`src/rtl/quickq_ctrl.sv`:
```
// rtl/quickq_ctrl.sv - sorted priority queue controller over a single-port BRAM
// Optional feature macro: QUICKQ_DROP_CNT_EN (rejected-request counter)
module quickq_ctrl #(
  parameter int DEPTH = 16,
  parameter int W     = 32
) (
  input  logic                     clk,
  input  logic                     rst,
  input  logic                     enq,
  input  logic                     deq,
  input  logic [W-1:0]             din,
  output logic                     ready,
  output logic [W-1:0]             dout,
  output logic                     dout_valid,
  output logic                     full,
  output logic                     empty,
  output logic [$clog2(DEPTH):0]   count,
  output logic [$clog2(DEPTH)-1:0] ram_addr,
  output logic                     ram_we,
  output logic [W-1:0]             ram_wdata,
  input  logic [W-1:0]             ram_rdata,
  output logic [15:0]              drop_cnt
);

  localparam int AW = $clog2(DEPTH);
  localparam int CW = AW + 1;

  localparam logic [2:0] S_IDLE      = 3'd0;
  localparam logic [2:0] S_ENQ_RD    = 3'd1;
  localparam logic [2:0] S_ENQ_CMP   = 3'd2;
  localparam logic [2:0] S_ENQ_TAIL  = 3'd3;
  localparam logic [2:0] S_DEQ_RD    = 3'd4;
  localparam logic [2:0] S_DEQ_SHIFT = 3'd5;
  localparam logic [2:0] S_DEQ_END   = 3'd6;

  logic [2:0]    state;
  logic [CW-1:0] idx;
  logic [CW-1:0] idx_inc;
  logic [W-1:0]  hold;
  logic          one_left;
  logic          accept_deq;
  logic          accept_enq;

  assign ready      = (state == S_IDLE);
  assign full       = (count == CW'(DEPTH));
  assign empty      = (count == '0);
  assign one_left   = (count == CW'(1));
  assign idx_inc    = idx + CW'(1);
  // deq wins over a simultaneous enq; the enq is then dropped
  assign accept_deq = ready && deq && !empty;
  assign accept_enq = ready && enq && !deq && !full;

  // Main FSM: insertion walks the array swapping the carried key downward,
  // removal shifts every entry up by one slot.
  always_ff @(posedge clk) begin
    if (rst) begin
      state      <= S_IDLE;
      count      <= '0;
      idx        <= '0;
      hold       <= '0;
      dout       <= '0;
      dout_valid <= 1'b0;
    end else begin
      dout_valid <= 1'b0;
      case (state)
        S_IDLE: begin
          if (accept_deq) begin
            idx   <= '0;
            state <= S_DEQ_RD;
          end else if (accept_enq) begin
            hold  <= din;
            idx   <= '0;
            state <= empty ? S_ENQ_TAIL : S_ENQ_RD;
          end
        end
        S_ENQ_RD: state <= S_ENQ_CMP;
        S_ENQ_CMP: begin
          // strict compare keeps equal keys in insertion order
          if (hold > ram_rdata) hold <= ram_rdata;
          idx   <= idx_inc;
          state <= (idx_inc == count) ? S_ENQ_TAIL : S_ENQ_RD;
        end
        S_ENQ_TAIL: begin
          count <= count + CW'(1);
          state <= S_IDLE;
        end
        S_DEQ_RD: begin
          // the head was read while IDLE presented address 0
          if (idx == '0) begin
            dout       <= ram_rdata;
            dout_valid <= 1'b1;
          end
          state <= one_left ? S_DEQ_END : S_DEQ_SHIFT;
        end
        S_DEQ_SHIFT: begin
          idx   <= idx_inc;
          state <= (idx_inc < count - CW'(1)) ? S_DEQ_RD : S_DEQ_END;
        end
        S_DEQ_END: begin
          count <= count - CW'(1);
          state <= S_IDLE;
        end
        default: state <= S_IDLE;
      endcase
    end
  end

  // BRAM port drive; IDLE keeps reading address 0 so the head is ready at once
  always_comb begin
    ram_addr  = '0;
    ram_we    = 1'b0;
    ram_wdata = hold;
    case (state)
      S_ENQ_RD: ram_addr = idx[AW-1:0];
      S_ENQ_CMP: begin
        ram_addr = idx[AW-1:0];
        ram_we   = (hold > ram_rdata);
      end
      S_ENQ_TAIL: begin
        ram_addr = idx[AW-1:0];
        ram_we   = 1'b1;
      end
      S_DEQ_RD: ram_addr = one_left ? idx[AW-1:0] : idx_inc[AW-1:0];
      S_DEQ_SHIFT: begin
        ram_addr  = idx[AW-1:0];
        ram_we    = 1'b1;
        ram_wdata = ram_rdata;
      end
      default: ;
    endcase
  end

`ifdef QUICKQ_DROP_CNT_EN
  logic reject;
  assign reject = ready && ((deq && empty) || (enq && deq && !empty) || (enq && !deq && full));

  // Saturating count of rejected requests
  always_ff @(posedge clk) begin
    if (rst) drop_cnt <= '0;
    else if (reject && drop_cnt != 16'hFFFF) drop_cnt <= drop_cnt + 16'd1;
  end
`else
  assign drop_cnt = '0;
`endif

endmodule

```
`config.mk`:
```
export PLATFORM = sky130hd
export DESIGN_NAME = quickq_ctrl
export DESIGN_NICKNAME = d
export VERILOG_FILES = /design/src/rtl/quickq_ctrl.sv
export SDC_FILE = /design/constraint.sdc
export NUM_CORES = 1
export LEC_CHECK = 0
export CAP_MARGIN = 10
export CORE_ASPECT_RATIO = 0.9
export CORE_UTILIZATION = 49
export CTS_BUF_LIST = sky130_fd_sc_hd__clkbuf_16
export DETAILED_ROUTE_END_ITERATION = 16
export PLACE_DENSITY = 0.82
export SYNTH_ARGS = -nofsm -noshare
export SYNTH_HDL_FRONTEND = slang
export SYNTH_SLANG_ARGS = --single-unit
export TNS_END_PERCENT = 50
```
`constraint.sdc`:
```
create_clock -name clk -period 3.68 [get_ports clk]
set_input_delay 0.736 -clock clk [delete_from_list [all_inputs] [get_ports clk]]
set_output_delay 0.736 -clock clk [all_outputs]
set_load 0.01 [all_outputs]
```
==> results.json <==
{
  "finalClockSkew_ns": 0.01055,
  "finalHoldViolations": 0,
  "final.min_clock_period_ns": 3.615,
  "critPathTopFamily": "compound AO/OA/AOI/OAI gates",
  "syn_to_final_growth_pct": 38.86,
  "crit_slowest_cell": "clkdlybuf4s50_1",
  "whs_ns": 0.4570,
  "grt_pass1_wl_um": 28390,
  "cp.arrival_ns": 2.88,
  "syn_avg_cell_area_um2": 7.532,
  "cts-buffers-inserted": 9,
  "slew_viol_final": 0,
  "first_pass_iters": 5,
  "core_um2": 11480,
  "gp_congestion": 0.8904,
  "via_count": 6249,
  "hp-start": "dout[14]",
  "critPathMaxStageDelay_ns": 0.50,
  "clk_pin_slew_ns": 0.05,
  "synthFlopType": "dfxtp_1",
  "final_common_cell": "clkdlybuf4s50_1",
  "cts_root_buf": "clkbuf_16",
  "multiInputGateArea_um2": 3924,
  "vias_per_cell": 5.857,
  "clk-insertion-delay-late_ns": 0.35,
  "grt_pass1_vias": 5730,
  "start_kind": "input port",
  "crit_fanout": 3,
  "gr-max-usage-layer": "met2",
  "cts_tree": "yes",
  "fillers": 960,
  "finalNetCount": 1017,
  "synth_edf_count": 0,
  "met2_usage": 0.4590,
  "min_delay_path_depth": 2,
  "hold_class": "reg2reg",
  "cap_viol_max_count": 0,
  "wl_per_cell_um": 16.69,
  "end_kind": "output port",
  "port_buffers": 145,
  "r2r_slack_ns": 0.93,
  "start_util": 0.5045,
  "final_cell_mix": "127 x clkdlybuf4s50_1, 116 x nand2_1, 78 x dfxtp_1, 54 x a21oi_1, 51 x buf_4",
  "tightest_slew_ns": 0.5742,
  "antenna_found_initial": 0,
  "synth_warnings": 0,
  "synthDistinctLibCells": 56,
  "synth_top_cell_by_area": "dfxtp_1",
  "max_freq_mhz": 276.6,
  "criticalPathCategory": "in2out",
  "fp.dieW_um": 116.6,
  "die_area_um2": 12260,
  "use_met1": 0.3992,
  "outcome": "complete, no violations",
  "period_share": 0.9824,
  "worst_ir_drop_vdd_v": 0.0002881,
  "diodes": 0,
  "post_cts_buffers": 0,
  "seq_area_um2": 1562,
  "ys_seq_elements": 78,
  "synthArstFlopShare": 0,
  "p_per_area_nw_per_um2": 585.0,
  "netlist_instances": 769,
  "drc": 0,
  "layout-drive-gt1-share": 0.1153,
  "p_leak_nw": 3.147,
  "finalSetupViolCount": 0,
  "synthesis.area_um2": 5792,
  "grt.overflow.total": 0,
  "die_h_um": 105.1,
  "grt_max_degree": 62,
  "critPathRequiredTime_ns": 2.94,
  "synth.top_cell.area_share": 0.2696,
  "cts_hold_buffers": 0,
  "grt_usage": 0.2922,
  "cts_max_level": 3,
  "drt-total-wl_um": 17810,
  "drtIter0Drc": 527,
  "path_buf_inv": 3,
  "cts_num_sinks": 78,
  "use_met3": 0.07657,
  "dp.cells": 1051,
  "r2r-end": "hold[25]",
  "reg2regPathDepth": 10,
  "ys_top_cells_by_area": "dfxtp_1 27%, ha_1 9.3%, nand2_1 7.6%",
  "clockBufferDepth": 2,
  "r2r-start": "hold[21]",
  "hold_end": "dout[14]",
  "ios": 162,
  "ys_seq_area_frac": 0.2696,
  "maxSlewHeadroom": 0.6139,
  "finalNonFillerCells": 1067,
  "path_cells": "clkdlybuf4s50_1 > inv_1 > ha_4 > nand4_1 > a2111o_1 > a21bo_1 > and3_4 > o21ai_2 > buf_2",
  "dp_hpwl_um": 11940,
  "drtAntennaViolNets": 0,
  "row_count": 37
}
## area by class of cell
class,instances,area share
Clock buffer,9,0.02800
Clock inverter,7,0.008245
Inverter,39,0.01820
Multi-Input combinational cell,579,0.4879
Sequential cell,78,0.1942
Tap cell,156,0.02427
Timing Repair Buffer,199,0.2393
## through the flow
step	setup WS, ns	power, mW	cell area [µm²]	util	setup TNS [ns]
after floorplan	0.4327	2.672	5848	-	0
after detailed placement	-0.5458	3.691	7582	0.6604	-2.173
after global routing	-0.003961	5.009	8043	0.7005	-0.003961
after CTS	0.002247	4.618	7903	0.6883	0
final	0.06467	4.705	8043	0.7005	0
after global placement	-0.5370	3.641	7582	0.6604	-0.9185
## state kept, by name, indices dropped and copies added, names as in the netlist
register	flops
dout	32
hold	32
count	5
idx	5
state	3
dout_valid	1
## synth_stat cells, types with 18 or more instances
master    number
mux2i_1       32
inv_1         38
dfxtp_1       78
o21ai_0       40
nor4_1        35
nor2_1        18
o41ai_1       32
nand2b_1      34
ha_1          43
a31oi_1       32
a21oi_1       56
clkbuf_1      61
a211oi_1      33
nand2_1      117
## per-layer routing
| layer | up-vias | wire (µm) |
|---|---|---|
| li1 | 3057 | - |
| met1 | 2884 | 7965 |
| met2 | 285 | 8231 |
| met3 | 23 | 1359 |
| met4 | 0 | 249 |
| met5 | - | 0 |
## worst register-to-register path: cells and delay by family, from the launching register on
family | cells | cell delay [ns]
and+or+nand+nor | 3 | 0.77
AOI/OAI and AO/OA | 3 | 0.57
adders and majority gates | 1 | 0.29
buffers and inverters | 3 | 0.66
DFF | 1 | 0.33
## report_power, final
group	switching [mW]	leakage (nW)	internal, mW	total [mW]
Clock	0.378	0.139	0.521	0.898
Sequential	0.212	0.634	1.03	1.24
Combinational	1.40	2.37	1.17	2.57
## repair_timing
| action | CTS | global route |
|---|---|---|
| endpoints found under the hold margin | 0 | 0 |
| gates resized for setup | 16 | 29 |
| pin swaps | 8 | 11 |
| setup endpoints to repair | 1 | 1 |
| gates cloned | 0 | 0 |
## kinds of logic after synthesis
group	after synthesis	share of synthesized area
simple gates	247	0.2091
compound gates	227	0.2562
buf+inv	127	0.09462
flops	78	0.2696
fa+ha+maj	43	0.09289
mux	33	0.05725
xor+xnor	13	0.01966
other cells	1	0.0006475
## worst max path at each step
stage / endpoint / depth (start not counted) / slack (ns) / start
floorplan: ram_we / 9 / 0.43 / ram_rdata[30]
global placement: ram_we / 10 / -0.54 / ram_rdata[31]
detailed placement: ram_we / 10 / -0.55 / ram_rdata[31]
CTS: ram_we / 12 / 0.002 / ram_rdata[26]
global route: ram_we / 9 / -0.004 / ram_rdata[13]
finish: ram_we / 9 / 0.06 / ram_rdata[13]
Power figures use the tool's default switching activity.
